<file path="src/rtl/ex_mem_skid_if.sv">
`default_nettype none
// ============================================================================
// Module   : ex_mem_skid_if
// Brief    : EX->MEM result handshake, MEM head view and ID forwarding lookup.
// Revision : 1.0
// ============================================================================
interface ex_mem_skid_if #(
    parameter int DATA_W = 32,
    parameter int ADDR_W = 5
);
    logic              ex_valid_i;
    logic              ex_ready_o;
    logic [DATA_W-1:0] ex_wdata_i;
    logic [ADDR_W-1:0] ex_waddr_i;
    logic              ex_write_i;
    logic              flush_i;
    logic              mem_valid_o;
    logic              mem_ready_i;
    logic [DATA_W-1:0] mem_wdata_o;
    logic [ADDR_W-1:0] mem_waddr_o;
    logic              mem_write_o;
    logic [ADDR_W-1:0] fwd_raddr_i;
    logic              fwd_hit_o;
    logic [DATA_W-1:0] fwd_data_o;
    logic [1:0]        count_o;

    modport slave (
        input  ex_valid_i, ex_wdata_i, ex_waddr_i, ex_write_i, flush_i,
        input  mem_ready_i, fwd_raddr_i,
        output ex_ready_o, mem_valid_o, mem_wdata_o, mem_waddr_o, mem_write_o,
        output fwd_hit_o, fwd_data_o, count_o
    );

    modport master (
        output ex_valid_i, ex_wdata_i, ex_waddr_i, ex_write_i, flush_i,
        output mem_ready_i, fwd_raddr_i,
        input  ex_ready_o, mem_valid_o, mem_wdata_o, mem_waddr_o, mem_write_o,
        input  fwd_hit_o, fwd_data_o, count_o
    );
endinterface
`default_nettype wire

</file>
<file path="src/rtl/ex_mem_skid.sv">
`default_nettype none
// ============================================================================
// Module   : ex_mem_skid
// Brief    : 2-entry skid buffer on the EX->MEM boundary with ID forwarding.
// Revision : 1.0
// ============================================================================
module ex_mem_skid #(
    parameter int DATA_W = 32,
    parameter int ADDR_W = 5
) (
    input  wire             clk,
    input  wire             rst,
    ex_mem_skid_if.slave    bus
);
    typedef enum logic [1:0] {
        S_EMPTY = 2'd0,
        S_ONE   = 2'd1,
        S_TWO   = 2'd2
    } state_t;

    state_t            r_state,      w_state_next;
    logic [DATA_W-1:0] r_head_data,  w_head_data_next;
    logic [ADDR_W-1:0] r_head_addr,  w_head_addr_next;
    logic              r_head_write, w_head_write_next;
    logic [DATA_W-1:0] r_tail_data,  w_tail_data_next;
    logic [ADDR_W-1:0] r_tail_addr,  w_tail_addr_next;
    logic              r_tail_write, w_tail_write_next;

    logic w_ready;
    logic w_head_valid;
    logic w_tail_valid;
    logic w_push;
    logic w_pop;
    logic w_fwd_hit;
    logic [DATA_W-1:0] w_fwd_data;

    // Ready comes only from registered state so EX never waits on MEM combinationally.
    assign w_ready      = (r_state != S_TWO);
    assign w_head_valid = (r_state != S_EMPTY);
    assign w_tail_valid = (r_state == S_TWO);
    assign w_push       = bus.ex_valid_i & w_ready;
    assign w_pop        = w_head_valid & bus.mem_ready_i;

    always_ff @(posedge clk or posedge rst) begin
        if (rst) begin
            r_state      <= S_EMPTY;
            r_head_data  <= '0;
            r_head_addr  <= '0;
            r_head_write <= 1'b0;
            r_tail_data  <= '0;
            r_tail_addr  <= '0;
            r_tail_write <= 1'b0;
        end else begin
            r_state      <= w_state_next;
            r_head_data  <= w_head_data_next;
            r_head_addr  <= w_head_addr_next;
            r_head_write <= w_head_write_next;
            r_tail_data  <= w_tail_data_next;
            r_tail_addr  <= w_tail_addr_next;
            r_tail_write <= w_tail_write_next;
        end
    end

    always_comb begin
        w_state_next      = r_state;
        w_head_data_next  = r_head_data;
        w_head_addr_next  = r_head_addr;
        w_head_write_next = r_head_write;
        w_tail_data_next  = r_tail_data;
        w_tail_addr_next  = r_tail_addr;
        w_tail_write_next = r_tail_write;

        // Head fields are zeroed whenever the buffer empties so mem_* reads 0 while invalid.
        if (bus.flush_i) begin
            w_state_next      = S_EMPTY;
            w_head_data_next  = '0;
            w_head_addr_next  = '0;
            w_head_write_next = 1'b0;
            w_tail_data_next  = '0;
            w_tail_addr_next  = '0;
            w_tail_write_next = 1'b0;
        end else begin
            case (r_state)
                S_EMPTY: begin
                    if (w_push) begin
                        w_state_next      = S_ONE;
                        w_head_data_next  = bus.ex_wdata_i;
                        w_head_addr_next  = bus.ex_waddr_i;
                        w_head_write_next = bus.ex_write_i;
                    end
                end
                S_ONE: begin
                    if (w_push && w_pop) begin
                        w_head_data_next  = bus.ex_wdata_i;
                        w_head_addr_next  = bus.ex_waddr_i;
                        w_head_write_next = bus.ex_write_i;
                    end else if (w_push) begin
                        w_state_next      = S_TWO;
                        w_tail_data_next  = bus.ex_wdata_i;
                        w_tail_addr_next  = bus.ex_waddr_i;
                        w_tail_write_next = bus.ex_write_i;
                    end else if (w_pop) begin
                        w_state_next      = S_EMPTY;
                        w_head_data_next  = '0;
                        w_head_addr_next  = '0;
                        w_head_write_next = 1'b0;
                    end
                end
                S_TWO: begin
                    if (w_pop) begin
                        w_state_next      = S_ONE;
                        w_head_data_next  = r_tail_data;
                        w_head_addr_next  = r_tail_addr;
                        w_head_write_next = r_tail_write;
                        w_tail_data_next  = '0;
                        w_tail_addr_next  = '0;
                        w_tail_write_next = 1'b0;
                    end
                end
                default: begin
                    w_state_next      = S_EMPTY;
                    w_head_data_next  = '0;
                    w_head_addr_next  = '0;
                    w_head_write_next = 1'b0;
                end
            endcase
        end
    end

    // Tail is the younger write, so it wins the bypass lookup; r0 is never forwarded.
    always_comb begin
        w_fwd_hit  = 1'b0;
        w_fwd_data = '0;
        if (bus.fwd_raddr_i != '0) begin
            if (w_tail_valid && r_tail_write && (r_tail_addr == bus.fwd_raddr_i)) begin
                w_fwd_hit  = 1'b1;
                w_fwd_data = r_tail_data;
            end else if (w_head_valid && r_head_write && (r_head_addr == bus.fwd_raddr_i)) begin
                w_fwd_hit  = 1'b1;
                w_fwd_data = r_head_data;
            end
        end
    end

    assign bus.ex_ready_o  = w_ready;
    assign bus.mem_valid_o = w_head_valid;
    assign bus.mem_wdata_o = r_head_data;
    assign bus.mem_waddr_o = r_head_addr;
    assign bus.mem_write_o = r_head_write;
    assign bus.fwd_hit_o   = w_fwd_hit;
    assign bus.fwd_data_o  = w_fwd_data;
    assign bus.count_o     = r_state;
endmodule
`default_nettype wire
</file>
<file path="src/flat_wrapper.sv">
// flat-port wrapper written by rule: the top's interface ports become plain ports
module ex_mem_skid_flat 
#(
    parameter int DATA_W = 32,
    parameter int ADDR_W = 5
)
  (clk, rst, bus_ex_valid_i, bus_ex_wdata_i, bus_ex_waddr_i, bus_ex_write_i, bus_flush_i, bus_mem_ready_i, bus_fwd_raddr_i, bus_ex_ready_o, bus_mem_valid_o, bus_mem_wdata_o, bus_mem_waddr_o, bus_mem_write_o, bus_fwd_hit_o, bus_fwd_data_o, bus_count_o);
  ex_mem_skid_if #(.DATA_W(DATA_W), .ADDR_W(ADDR_W)) bus_i ();
  input  wire clk;
  input  wire rst;
  input wire logic [$bits(bus_i.ex_valid_i)-1:0] bus_ex_valid_i;
  input wire logic [$bits(bus_i.ex_wdata_i)-1:0] bus_ex_wdata_i;
  input wire logic [$bits(bus_i.ex_waddr_i)-1:0] bus_ex_waddr_i;
  input wire logic [$bits(bus_i.ex_write_i)-1:0] bus_ex_write_i;
  input wire logic [$bits(bus_i.flush_i)-1:0] bus_flush_i;
  input wire logic [$bits(bus_i.mem_ready_i)-1:0] bus_mem_ready_i;
  input wire logic [$bits(bus_i.fwd_raddr_i)-1:0] bus_fwd_raddr_i;
  output wire logic [$bits(bus_i.ex_ready_o)-1:0] bus_ex_ready_o;
  output wire logic [$bits(bus_i.mem_valid_o)-1:0] bus_mem_valid_o;
  output wire logic [$bits(bus_i.mem_wdata_o)-1:0] bus_mem_wdata_o;
  output wire logic [$bits(bus_i.mem_waddr_o)-1:0] bus_mem_waddr_o;
  output wire logic [$bits(bus_i.mem_write_o)-1:0] bus_mem_write_o;
  output wire logic [$bits(bus_i.fwd_hit_o)-1:0] bus_fwd_hit_o;
  output wire logic [$bits(bus_i.fwd_data_o)-1:0] bus_fwd_data_o;
  output wire logic [$bits(bus_i.count_o)-1:0] bus_count_o;
  assign bus_i.ex_valid_i = bus_ex_valid_i;
  assign bus_i.ex_wdata_i = bus_ex_wdata_i;
  assign bus_i.ex_waddr_i = bus_ex_waddr_i;
  assign bus_i.ex_write_i = bus_ex_write_i;
  assign bus_i.flush_i = bus_flush_i;
  assign bus_i.mem_ready_i = bus_mem_ready_i;
  assign bus_i.fwd_raddr_i = bus_fwd_raddr_i;
  assign bus_ex_ready_o = bus_i.ex_ready_o;
  assign bus_mem_valid_o = bus_i.mem_valid_o;
  assign bus_mem_wdata_o = bus_i.mem_wdata_o;
  assign bus_mem_waddr_o = bus_i.mem_waddr_o;
  assign bus_mem_write_o = bus_i.mem_write_o;
  assign bus_fwd_hit_o = bus_i.fwd_hit_o;
  assign bus_fwd_data_o = bus_i.fwd_data_o;
  assign bus_count_o = bus_i.count_o;
  ex_mem_skid #(.DATA_W(DATA_W), .ADDR_W(ADDR_W)) u_core (.clk(clk), .rst(rst), .bus(bus_i));
endmodule
</file>
<file path="config.mk">
export PLATFORM = sky130hd
export DESIGN_NAME = ex_mem_skid_flat
export DESIGN_NICKNAME = d
export VERILOG_FILES = /design/src/rtl/ex_mem_skid_if.sv /design/src/rtl/ex_mem_skid.sv /design/src/flat_wrapper.sv
export SDC_FILE = /design/constraint.sdc
export NUM_CORES = 1
export LEC_CHECK = 0
export ABC_AREA = 0
export BUFFER_PORTS_ARGS = -buffer_cell sky130_fd_sc_hd__buf_2
export CAP_MARGIN = 10
export CORE_MARGIN = 2
export CORE_UTILIZATION = 45
export DETAILED_ROUTE_END_ITERATION = 7
export PLACE_DENSITY = 0.74
export SYNTH_ARGS = -nofsm -noshare
export SYNTH_HDL_FRONTEND = slang
export SYNTH_SLANG_ARGS = --single-unit
</file>
<file path="constraint.sdc">
create_clock -name clk -period 6.6 [get_ports clk]
set_clock_uncertainty 0.1 [all_clocks]
set_input_delay 0.33 -clock clk [delete_from_list [all_inputs] [get_ports clk]]
set_output_delay 0.33 -clock clk [all_outputs]
set_load 0.02 [all_outputs]
</file>
==> results of run 1 <==
==> through the flow <==
step / instance area, µm² / hold WS (ns) / std cells / util / worst slack (ns)
final: 4700 / 0.115 / 591 / 0.569 / 3.07
after global routing: 4700 / 0.105 / 591 / 0.569 / 2.88
after CTS: 4690 / 0.105 / 590 / 0.568 / 3.05
after detailed placement: 4490 / 0.390 / 574 / 0.544 / 3.37
after global placement: 4490 / 0.385 / 574 / 0.544 / 3.45
after floorplan: 3860 / 0.363 / 375 / - / 4.17
==> routing by layer <==
layer / vias up / track usage / wire length [µm]
met1: 1638 / 0.306 / 4600
met5: - / 0 / 0
met3: 18 / 0.0426 / 588
li1: 1558 / - / -
met2: 118 / 0.355 / 5110
met4: 0 / 0.0726 / 188
==> sequential cells by signal, indices dropped and copies added, names as in the netlist <==
| signal | count |
|---|---|
| u_core.r_tail_write | 1 |
| u_core.bus.count_o | 2 |
| u_core.r_tail_addr | 5 |
| u_core.r_tail_data | 32 |
| u_core.bus.mem_wdata_o | 32 |
| u_core.bus.mem_write_o | 1 |
| u_core.bus.mem_waddr_o | 5 |
==> area by class of cell <==
type / count / area (µm²)
inverter: 3 / 12.5
multi-input combinational: 260 / 1740
clock inverter: 6 / 70.1
tap: 105 / 131
sequential: 78 / 1950
fill: 755 / 3560
timing repair buffer: 129 / 667
clock buffer: 10 / 128
==> cell families after synthesis <==
group | synth area share
mux | 0.0882
simple gates | 0.111
xor+xnor | 0.0227
compound gates | 0.218
flops | 0.506
buf+inv | 0.0545
==> worst paths after layout <==
check | endpoint | cells after the start
max | bus_fwd_data_o[30] | 7
max in group asynchronous | u_core.bus.mem_wdata_o[29] | 3
min | u_core.r_tail_data[17] | 2
max reg2reg | u_core.bus.mem_waddr_o[3] | 5
min reg2reg | u_core.bus.mem_wdata_o[5] | 2
min in group asynchronous | u_core.bus.mem_wdata_o[8] | 3
==> power groups by stage <==
stage / sequential, W / combinational [W] / clock [W]
after floorplan: 0.000550 / 0.0000797 / 0
after global placement: 0.000533 / 0.000158 / 0
after detailed placement: 0.000534 / 0.000161 / 0
after CTS: 0.000525 / 0.000161 / 0.000367
after global routing: 0.000529 / 0.000178 / 0.000390
final: 0.000525 / 0.000161 / 0.000361
==> cell usage in the layout (no fill, tap or decap), types with 6 or more instances in the layout <==
cell type / n
nand2_1: 45
xor2_1: 8
nor2_1: 40
a22oi_1: 38
dfrtp_1: 78
a22o_1: 36
mux2i_1: 34
buf_4: 6
o21ai_0: 40
clkbuf_8: 9
buf_2: 122
==> impl_metrics.csv, run 1 <==
group,metric,value,unit
routing,vias,3332,
global_routing,grt_pass1_wl,17100,µm
place,place.gp.congestion,0.768,
power_and_ir_drop,p_int,0.000736,W
routing,drt_iter0_drc,202,
logic_synthesis,yosys.area.top_type,"dfrtp_1",
critical_path,cp.required,6.17,ns
power_and_ir_drop,p_sw,0.000311,W
critical_path,endpoint_kind,"output pin",
critical_path,r2r-start,"u_core.bus.count_o[1]",
cts,hold_buffers,0,
routing,via_per_inst,5.64,
logic_synthesis,synthTopCellsByCount,"dfrtp_1, nand2_1, nor2_1",
sta,rsz0062_at_grt,"false",
logic_synthesis,ys_top_cells_by_area,"dfrtp_1, mux2i_1, a22o_1",
global_routing,grt_pass1_vias,3376,
critical_path,critical_path_class,"reg -> out",
cts,cts-root-buf,"clkbuf_8",
logic_synthesis,synth_cells,375,
power_and_ir_drop,seqPwrFrac,0.501,
critical_path,rrSetupSlack,4.31,ns
logic_synthesis,mappedNetlistArea,3860,µm²
power_and_ir_drop,pwr-share-comb,0.154,
global_routing,grt_overflow,0,
sta,hold_viol,0,
routing,drtAntennaViolNets,0,
critical_path,path_delay_family,"simple AND/OR/NAND/NOR gates",
routing,wl,10500,µm
sta,slew_headroom,0.240,
cts,postCtsSetupBuffers,0,
sta,max_freq,283,MHz
logic_synthesis,synth_ff_type,"dfrtp_1",
floorplanning,die_h,96.6,µm
critical_path,cp.arrival,3.10,ns
logic_synthesis,synthesis.nets,423,
power_and_ir_drop,p_leak,2.58,nW
sta,post-route-period-util,0.535,
logic_synthesis,synth.most_common_cell,"dfrtp_1",
critical_path,critPathMaxFanout,33,
floorplanning,initial_utilization,0.467,
power_and_ir_drop,pwr-share-clk,0.345,
cts,cts.reportedPaths.clkPinSlew,0.09,ns
floorplanning,rows,33,
critical_path,cp-start-kind,"flop",
routing,drt-pass1-iter-count,4,
sta,worstMarginPinSlew,1.14,ns
cells_and_area,area_growth,21.8,%
place,port_buffers,122,
cts,cts_tree,"yes",
floorplanning,core_area,8260,µm²
logic_synthesis,ys_ff_latch,78,
routing,wl_per_cell,17.7,µm
status,outcome,"completed",
place,dpl.hpwl,6720,µm
global_routing,antenna_found_initial,0,
sta,fin_crit,3.53,ns
sta,setup_violations,0,
critical_path,crit_start,"u_core.r_tail_addr[4]",
cts,cts_buffer_depth,2,
cts,clock_sinks,78,
logic_synthesis,synth-edff-count,0,
global_routing,globalRouteTotalUtil,0.222,
power_and_ir_drop,power.density,223,nW/µm²
cells_and_area,drive_above_1_share,0.319,
routing,drcViolationCount,0,
cts,numCtsBuffers,9,
cts,clock_latency,0.34,ns
floorplanning,pin_count,123,
cells_and_area,nets,529,
global_routing,grt_max_degree,79,
logic_synthesis,yosysSeqAreaShare,0.506,
sta,tns,0,ns
power_and_ir_drop,swShare,0.297,
critical_path,path_cells,"xor2_1 > nor4_4 > nand4_4 > o2bb2ai_2 > buf_4 > nor2_1 > buf_2",
min_path,worst_hold_startpoint,"bus_ex_wdata_i[17]",
cts,h-tree-depth,3,
cells_and_area,insertedDiodeCount,0,
min_path,hold_path.class,"in -> reg",
logic_synthesis,yosys.cell_types.count,29,
critical_path,crit_buf_inv,2,
critical_path,crit_slowest_cell,"nand4_4",
logic_synthesis,async_reset_ff_frac,1.00,
logic_synthesis,avgSynthCellArea,10.3,µm²
floorplanning,die_x,96.6,µm
power_and_ir_drop,power,0.00105,W
run,drv_cap,0,
logic_synthesis,synth_top_area_frac,0.506,
cts,postCtsResizedCells,0,
critical_path,critPathMaxStageDelay,0.70,ns
sta,final_max_slew_viol_count,0,
floorplanning,die-area,9330,µm²
power_and_ir_drop,power.ir.vdd_worst,0.000109,V
logic_synthesis,yosysWarnings,0,
No activity file was read; power rests on OpenSTA's default activity.
==> run 2: changes to the inputs <==
Clock period 6.6 ns to 3.4 ns, I/O delays scaled along.
==> run 2 against run 1 <==
Effect of this change:
- total power up 91%
- count of clock-buffer cells in the layout up 3
- combinational power up 120%
- final area up 8.4%
- register-to-register slack worse by 3.2 ns
- critical path type unchanged
==> impl_metrics.csv, run 2 (synthesis results as in run 1) <==
group,metric,value,unit
critical_path,r2r_end,"u_core.bus.mem_wdata_o[26]",
floorplanning,initial_utilization,0.467,
cells_and_area,fill_cells,712,
floorplanning,core_area,8260,µm²
sta,worstMarginPinSlew,1.00,ns
min_path,holdPathStages,3,
cells_and_area,nets,570,
power_and_ir_drop,p_leak,2.76,nW
floorplanning,die-area,9330,µm²
cts,cts.reportedPaths.clkPinSlew,0.07,ns
critical_path,critical_path_class,"reg -> out",
cells_and_area,area_growth,32.0,%
critical_path,rrSetupSlack,1.12,ns
sta,final_max_slew_viol_count,0,
critical_path,cp.required,3.13,ns
critical_path,cp-start-kind,"flop",
routing,drcViolationCount,0,
routing,wl_per_cell,17.0,µm
sta,post-route-period-util,0.787,
routing,drt_iter0_drc,246,
floorplanning,rows,33,
floorplanning,die_h,96.6,µm
status,outcome,"completed",
power_and_ir_drop,power,0.00200,W
routing,vias,3522,
cts,cts_buffer_depth,2,
critical_path,endpoint,"bus_fwd_data_o[18]",
critical_path,r2r_cells,5,
place,port_buffers,122,
routing,drtAntennaViolNets,0,
global_routing,antenna_found_initial,0,
critical_path,crit_start,"u_core.bus.mem_waddr_o[2]",
sta,holdWs,0.0202,ns
sta,setup_violations,0,
place,place.gp.congestion,0.793,
cts,h-tree-depth,3,
global_routing,grt_pass1_vias,3595,
cts,cts-root-buf,"clkbuf_8",
min_path,hold_path.class,"in -> reg",
sta,fin_crit,2.68,ns
critical_path,critPathMaxFanout,20,
run,drv_cap,0,
global_routing,grt_max_degree,65,
floorplanning,pin_count,123,
routing,wl,10700,µm
place,dpl.hpwl,6780,µm
floorplanning,die_x,96.6,µm
cells_and_area,insertedDiodeCount,0,
sta,tns,0,ns
critical_path,r2r-start,"u_core.bus.count_o[1]",
cells_and_area,drive_above_1_share,0.297,
routing,via_per_inst,5.59,
critical_path,endpoint_kind,"output pin",
critical_path,cp.arrival,2.41,ns
routing,drt-pass1-iter-count,5,
cells_and_area,layout_common_cells,"buf_2, dfrtp_1, nand2_1",
cts,postCtsSetupBuffers,0,
power_and_ir_drop,power.ir.vdd_worst,0.000200,V
sta,max_freq,374,MHz
sta,slew_headroom,0.331,
cts,cts_tree,"yes",
cts,numCtsBuffers,9,
cts,clock_sinks,78,
sta,rsz0062_at_grt,"false",
cells_and_area,layout_commonest_cell,"buf_2",
global_routing,grt_overflow,0,
global_routing,grt_pass1_wl,18100,µm
sta,hold_viol,0,
power_and_ir_drop,power.density,392,nW/µm²
cts,clock_latency,0.34,ns
global_routing,globalRouteTotalUtil,0.237,
[run 2: cell type report]
| type | instances | area (µm²) | share of cell area |
|---|---|---|---|
| Clock inverter | 1 | 5.00 | 0.000982 |
| Multi-Input combinational cell | 260 | 1740 | 0.341 |
| Tap cell | 105 | 131 | 0.0258 |
| Timing Repair Buffer | 170 | 1090 | 0.213 |
| Sequential cell | 78 | 1950 | 0.383 |
| Clock buffer | 13 | 169 | 0.0332 |
| Inverter | 3 | 12.5 | 0.00246 |
[run 2: layer usage]
layer  global-route usage  vias up  share of wire
li1                     -     1639              -
met1                0.305     1739           0.43
met2                0.392      130           0.50
met3               0.0513       14          0.058
met4               0.0932        0          0.016
met5                    0        -              0
[run 2: worst max-delay path, cell delays in order (launching register included)]
cell and delay [ns]:
dfrtp_1 0.42, xor2_1 0.17, nor4_1 0.36, nand4_1 0.16, o2bb2ai_2 0.34, buf_4 0.31
nor2_1 0.13, buf_2 0.18
[run 2: through the flow]
stage	area [µm²]	utilization	worst slack, ns	instances
6_report	5090	0.617	0.725	630
3_5_place_dp	4510	0.547	0.956	577
5_1_grt	5090	0.617	0.556	630
2_1_floorplan	3860	-	1.13	375
4_1_cts	5070	0.614	0.724	629
3_3_place_gp	4510	0.547	1.01	577
[run 2: report_power, final]
part           total [W]  leakage, nW  switching [W]  internal [W]
logic           0.000351         1.60       0.000210      0.000142
clock network   0.000626       0.0914       0.000310      0.000317
registers        0.00102         1.07      0.0000463      0.000975
[run 2: how the worst min path moves through the flow]
stage                             end  slack [ns]                from
6_report        u_core.r_tail_addr[4]        0.02   bus_ex_waddr_i[4]
3_5_place_dp   u_core.r_tail_data[14]        0.31  bus_ex_wdata_i[14]
5_1_grt         u_core.r_tail_addr[4]        0.01   bus_ex_waddr_i[4]
3_3_place_gp   u_core.r_tail_data[22]        0.31  bus_ex_wdata_i[22]
2_1_floorplan  u_core.r_tail_data[12]        0.20  bus_ex_wdata_i[12]
4_1_cts         u_core.r_tail_addr[4]       0.004   bus_ex_waddr_i[4]
[run 2: repair_timing]
| item | CTS | global route |
|---|---|---|
| gates resized for setup | 0 | 0 |
| hold endpoints to repair | 100 | 0 |
| hold buffers | 38 | 0 |
